File: src/rtl/riscv_run_pkg.sv
// Shared types for the RV32I run monitor: FSM encoding, verdict kinds and
// the default tohost mailbox address.
package riscv_run_pkg;

   typedef enum logic [1:0] {
      IDLE     = 2'd0,
      RST_HOLD = 2'd1,
      RUN      = 2'd2,
      DONE     = 2'd3
   } run_state_e;

   typedef enum logic [2:0] {
      V_NONE,
      V_PASS,
      V_FAIL,
      V_TIMEOUT,
      V_HANG
   } verdict_e;

   localparam logic [31:0] TOHOST_ADDR_DEFAULT = 32'h0000_0FF0;

endpackage

File: src/rtl/sat_counter.sv
// Up-counter with synchronous clear (clear beats enable) that sticks at its
// all-ones value instead of wrapping.
module sat_counter #(
   parameter int W = 8
) (
   input  logic         clk_i,
   input  logic         rst_ni,
   input  logic         clr_i,
   input  logic         en_i,
   output logic [W-1:0] cnt_o
);

   logic [W-1:0] cnt_q, cnt_d;

   always_comb begin
      cnt_d = cnt_q;
      if (clr_i) begin
         cnt_d = '0;
      end else if (en_i && (cnt_q != {W{1'b1}})) begin
         cnt_d = cnt_q + W'(1);
      end
   end

   always_ff @(posedge clk_i or negedge rst_ni) begin
      if (!rst_ni) begin
         cnt_q <= '0;
      end else begin
         cnt_q <= cnt_d;
      end
   end

   assign cnt_o = cnt_q;

endmodule

File: src/rtl/riscv_run_monitor.sv
// Run controller for the RV32I core: holds core reset, runs, counts cycles and
// retires, and ends the run on tohost, timeout or retire-stall with a verdict.
module riscv_run_monitor
   import riscv_run_pkg::*;
#(
   parameter int unsigned RST_CYCLES  = 4,
   parameter int unsigned TIMEOUT     = 100,
   parameter int unsigned STALL_LIMIT = 16,
   parameter logic [31:0] TOHOST_ADDR = TOHOST_ADDR_DEFAULT,
   parameter int          CNT_W       = 32
) (
   input  logic             clk,
   input  logic             reset,
   input  logic             start,
   input  logic             mem_we,
   input  logic [31:0]      mem_addr,
   input  logic [31:0]      mem_wdata,
   input  logic             retire,
   output logic             core_rst,
   output logic             running,
   output logic             done,
   output logic             pass,
   output logic [30:0]      fail_code,
   output logic             timed_out,
   output logic             hang,
   output logic [CNT_W-1:0] cycle_count,
   output logic [CNT_W-1:0] retire_count
);

   localparam int HOLD_W  = $clog2(RST_CYCLES + 1);
   localparam int STALL_W = $clog2(STALL_LIMIT + 1);

   run_state_e         state_q, state_d;
   logic [HOLD_W-1:0]  hold_q, hold_d;
   logic               pass_q, pass_d;
   logic [30:0]        fail_code_q, fail_code_d;
   logic               timed_out_q, timed_out_d;
   logic               hang_q, hang_d;
   logic               core_rst_q, running_q, done_q;

   logic               cnt_clr;
   logic               run_en;
   logic               tohost_hit;
   verdict_e           verdict;
   logic [CNT_W-1:0]   cycle_cnt, retire_cnt;
   logic [STALL_W-1:0] stall_cnt;

   assign tohost_hit = mem_we && (mem_addr == TOHOST_ADDR) && mem_wdata[0];

   always_comb begin
      state_d     = state_q;
      hold_d      = hold_q;
      pass_d      = pass_q;
      fail_code_d = fail_code_q;
      timed_out_d = timed_out_q;
      hang_d      = hang_q;
      cnt_clr     = 1'b0;
      run_en      = 1'b0;
      verdict     = V_NONE;

      case (state_q)
         IDLE, DONE: begin
            if (start) begin
               state_d     = RST_HOLD;
               hold_d      = '0;
               cnt_clr     = 1'b1;
               pass_d      = 1'b0;
               fail_code_d = '0;
               timed_out_d = 1'b0;
               hang_d      = 1'b0;
            end
         end
         RST_HOLD: begin
            if (hold_q == HOLD_W'(RST_CYCLES - 1)) begin
               state_d = RUN;
            end else begin
               hold_d = hold_q + HOLD_W'(1);
            end
         end
         RUN: begin
            run_en = 1'b1;
            // Priority: a tohost store outranks a timeout, which outranks a hang.
            if (tohost_hit) begin
               verdict = (mem_wdata == 32'd1) ? V_PASS : V_FAIL;
            end else if (cycle_cnt == CNT_W'(TIMEOUT - 1)) begin
               verdict = V_TIMEOUT;
            end else if ((stall_cnt == STALL_W'(STALL_LIMIT - 1)) && !retire) begin
               verdict = V_HANG;
            end

            if (verdict != V_NONE) begin
               state_d     = DONE;
               pass_d      = (verdict == V_PASS);
               fail_code_d = tohost_hit ? mem_wdata[31:1] : 31'd0;
               timed_out_d = (verdict == V_TIMEOUT);
               hang_d      = (verdict == V_HANG);
            end
         end
         default: state_d = IDLE;
      endcase
   end

   always_ff @(posedge clk or negedge reset) begin
      if (!reset) begin
         state_q     <= IDLE;
         hold_q      <= '0;
         pass_q      <= 1'b0;
         fail_code_q <= '0;
         timed_out_q <= 1'b0;
         hang_q      <= 1'b0;
         core_rst_q  <= 1'b1;
         running_q   <= 1'b0;
         done_q      <= 1'b0;
      end else begin
         state_q     <= state_d;
         hold_q      <= hold_d;
         pass_q      <= pass_d;
         fail_code_q <= fail_code_d;
         timed_out_q <= timed_out_d;
         hang_q      <= hang_d;
         core_rst_q  <= (state_d != RUN);
         running_q   <= (state_d == RUN);
         done_q      <= (state_d == DONE);
      end
   end

   // Counters advance only in RUN, so they freeze once DONE is entered.
   sat_counter #(.W(CNT_W)) u_cycle_cnt (
      .clk_i  (clk),
      .rst_ni (reset),
      .clr_i  (cnt_clr),
      .en_i   (run_en),
      .cnt_o  (cycle_cnt)
   );

   sat_counter #(.W(CNT_W)) u_retire_cnt (
      .clk_i  (clk),
      .rst_ni (reset),
      .clr_i  (cnt_clr),
      .en_i   (run_en && retire),
      .cnt_o  (retire_cnt)
   );

   sat_counter #(.W(STALL_W)) u_stall_cnt (
      .clk_i  (clk),
      .rst_ni (reset),
      .clr_i  (cnt_clr || (run_en && retire)),
      .en_i   (run_en && !retire),
      .cnt_o  (stall_cnt)
   );

   assign core_rst     = core_rst_q;
   assign running      = running_q;
   assign done         = done_q;
   assign pass         = pass_q;
   assign fail_code    = fail_code_q;
   assign timed_out    = timed_out_q;
   assign hang         = hang_q;
   assign cycle_count  = cycle_cnt;
   assign retire_count = retire_cnt;

endmodule

File: config.mk
export PLATFORM = sky130hd
export DESIGN_NAME = riscv_run_monitor
export DESIGN_NICKNAME = d
export VERILOG_FILES = /design/src/rtl/riscv_run_pkg.sv /design/src/rtl/sat_counter.sv /design/src/rtl/riscv_run_monitor.sv
export SDC_FILE = /design/constraint.sdc
export NUM_CORES = 1
export LEC_CHECK = 0
export BUFFER_PORTS_ARGS = -buffer_cell sky130_fd_sc_hd__buf_2
export CAP_MARGIN = 20
export CORE_MARGIN = 8
export CORE_UTILIZATION = 50
export DETAILED_ROUTE_END_ITERATION = 16
export HOLD_SLACK_MARGIN = 0.08
export PLACE_DENSITY = 0.78
export SYNTH_ARGS = -nofsm -noshare
export SYNTH_HDL_FRONTEND = slang
export SYNTH_SLANG_ARGS = --single-unit
File: constraint.sdc
create_clock -name clk -period 2.95 [get_ports clk]
set_input_delay 0.295 -clock clk [delete_from_list [all_inputs] [get_ports clk]]
set_output_delay 0.295 -clock clk [all_outputs]
set_load 0.005 [all_outputs]
==> flow_metrics.py <==
metrics = {
    "final_layout": {
        "layout-drive-gt1-share": 0.2884,
        "nFillCells": 943,
        "final_util": 0.6212,
        "layout_commonest_cell": "buf_2",
        "fin_nets": 822,
        "area_growth_pct": 23.06,
        "insertedDiodeCount": 0,
        "final_cells": 892,
        "final_cell_mix": "buf_2, dfrtp_1",
        "final_cell_area_um2": 6972,
    },
    "timing": {
        "final-max-slew-violation-count": 0,
        "finClkSkew_ps": 10.29,
        "worst-slew-pin-transition_ps": 955.8,
        "slew_headroom": 0.3628,
        "max_freq_mhz": 398.3,
        "finalHoldViolCount": 0,
        "setup_viol": 0,
        "final.setup.tns_ps": 0,
        "fin_crit_ps": 2511,
        "rsz0062_at_grt": "false",
        "period_share": 0.8511,
    },
    "cts": {
        "cts_tree": "done",
        "htree_levels": 3,
        "clkTransAtPathRegs_ps": 80,
        "ctsHoldBuffers": 0,
        "postCtsSetupBuffers": 0,
        "cts-root-buf": "clkbuf_16",
        "cts_buffer_depth": 2,
        "insertion_delay_ps": 350,
        "clock_sinks": 111,
        "cts-resized-gates": 0,
        "cts-buffers-inserted": 9,
    },
    "synthesis": {
        "ys.flop_type": "dfrtp_1",
        "synthArstFlopShare": 1.000,
        "syn_area_per_cell_um2": 9.870,
        "netlist_area_um2": 5665,
        "yosys_warnings": 0,
        "syn_inst": 574,
        "yosys-top-cells-area": "dfrtp_1, a22o_1, or3_1",
        "synth_cell_types": 60,
        "yosysTopAreaCell": "dfrtp_1",
        "ys_ff_latch": 111,
        "netlist.area_leader.share": 0.4859,
        "synth-edff-count": 0,
        "synth_seq_area_share": 0.4905,
        "synth_fp_nets": 652,
    },
    "power": {
        "combinationalPowerShare": 0.120,
        "seq_power_share": 0.484,
        "netSwitchingPower_uw": 871.6,
        "netSwitchingFraction": 0.2700,
        "vdd_drop_max_v": 0.0003168,
        "p_clk_frac": 0.396,
        "powerDensity_nw_per_um2": 463.0,
        "power_leakage_uw": 0.003261,
        "internal-power_uw": 2356,
        "total_power_uw": 3228,
    },
    "placed_design": {
        "dp_cells": 876,
        "dp_hpwl_um": 11980,
        "gp_congestion": 0.9232,
        "placed_area_um2": 6663,
        "io_buffers": 169,
    },
    "global_routing": {
        "track_usage": 0.2121,
        "grt_max_degree": 77,
        "antenna_found_initial": 0,
        "grt_pass1_wl_um": 25830,
        "overflow": 0,
        "grt_pass1_vias": 5432,
    },
    "setup_path": {
        "r2r_setup_slack_ps": 440,
        "cp.arrival_ps": 2780,
        "worstSetupPathType": "register to register",
        "crit_fanout": 12,
        "cp.required_ps": 3220,
        "end_kind": "register",
        "start_kind": "register",
    },
    "detailed_routing": {
        "routed_wl_um": 15970,
        "vias": 5304,
        "drtIter0Drc": 277,
        "avgViaCountPerCell": 5.946,
        "ant_nets": 0,
        "firstDrtPassIters": 5,
        "drc_errors": 0,
        "wl_per_cell_um": 17.91,
    },
    "run_status": {
        "run_status": "completed",
    },
    "floorplanning": {
        "ios": 170,
        "die_w_um": 122.4,
        "dieArea_um2": 14990,
        "initial_core_util": 0.5048,
        "fp-row-count": 39,
        "die_y_um": 122.4,
        "core_area_um2": 11220,
    },
    "run": {
        "max_cap_viol_count": 0,
    },
    "min_path": {
        "hold_path.class": "primary input to asynchronous set/reset pin",
    },
}
-- power groups by stage --
stage | registers [µW] | clock network, µW | logic [µW]
floorplan | 1590 | 0 | 244
global placement | 1590 | 0 | 368
detailed placement | 1590 | 0 | 388
CTS | 1560 | 1300 | 388
global route | 1560 | 1360 | 428
finish | 1560 | 1280 | 387
-- per-layer routing --
layer | part of all wire | track usage | vias to the layer above
met5 | 0 | 0 | -
met1 | 0.43 | 0.2556 | 2549
met3 | 0.072 | 0.05888 | 27
met4 | 0.024 | 0.08073 | 0
li1 | - | - | 2520
met2 | 0.48 | 0.3553 | 208
-- worst paths after layout --
path | depth (start not counted) | end | startpoint
max | 7 | u_cycle_cnt.cnt_o[25] | state_q[0]
min | 1 | u_retire_cnt.cnt_o[19] | reset
max in group asynchronous | 2 | core_rst | reset
max reg2reg | 7 | u_cycle_cnt.cnt_o[25] | state_q[0]
min in group clk | 2 | fail_code[11] | mem_wdata[12]
min reg2reg | 1 | hang | hang
-- registers in the layout (all words and copies together) (netlist names) --
signal	flops
timed_out	1
state_q	2
running	1
core_rst	1
pass	1
u_stall_cnt.cnt_o	5
done	1
u_cycle_cnt.cnt_o	32
hang	1
u_retire_cnt.cnt_o	32
fail_code	31
hold_q	3
-- kinds of logic after synthesis --
group                      Yosys count  synth area share
muxes                                3          0.005521
buffers and inverters               40           0.03533
xor gates and xnor gates            23           0.03556
and+or+nand+nor                    239            0.2390
adders and majority gates            9           0.01988
DFF                                111            0.4905
AOI/OAI and AO/OA                  149            0.1743
-- cells in the mapped netlist (4+ instances only) --
| library cell | instances |
|---|---|
| inv_1 | 15 |
| and2_1 | 4 |
| and4_1 | 5 |
| nand3_1 | 21 |
| ha_1 | 9 |
| nor2b_1 | 4 |
| nor4b_1 | 4 |
| and3_1 | 5 |
| o21ai_0 | 37 |
| nand2_1 | 37 |
| a22o_1 | 36 |
| or2_2 | 4 |
| o31ai_1 | 8 |
| xor2_1 | 9 |
| o211ai_1 | 5 |
| or3_1 | 31 |
| or4_1 | 13 |
| dfrtp_1 | 110 |
| nor4_1 | 26 |
| a21oi_1 | 37 |
| nor3_1 | 7 |
| nand4_1 | 27 |
| nor2_1 | 37 |
| clkbuf_1 | 17 |
| xnor2_1 | 14 |
| a211oi_1 | 6 |
-- worst max-delay path, cell delays in order, from the launching register on --
cell and delay [ps]:
dfrtp_1 410, inv_1 70, ha_1 310, inv_2 130, or4_1 610, a211o_1 370
or3_1 380, a21oi_1 150
-- layout make-up --
class,instances,area [µm²],area share
multi-input cells,423,2691,0.3860
well taps,143,178.9,0.02566
repair buffers,183,953.4,0.1368
clock buffers,9,225.2,0.03230
inverters,16,60.06,0.008614
flip-flops and latches,111,2779,0.3986
clock inverters,7,83.83,0.01202
-- stage by stage --
step           hold WS [ps]  setup WS (ps)
2_1_floorplan       -0.5911          683.3
3_3_place_gp          483.1          585.4
3_5_place_dp          486.2          465.5
4_1_cts               125.3          450.0
5_1_grt               152.3          248.7
6_report              72.05          439.2
No activity file was read; power rests on OpenSTA's default activity.
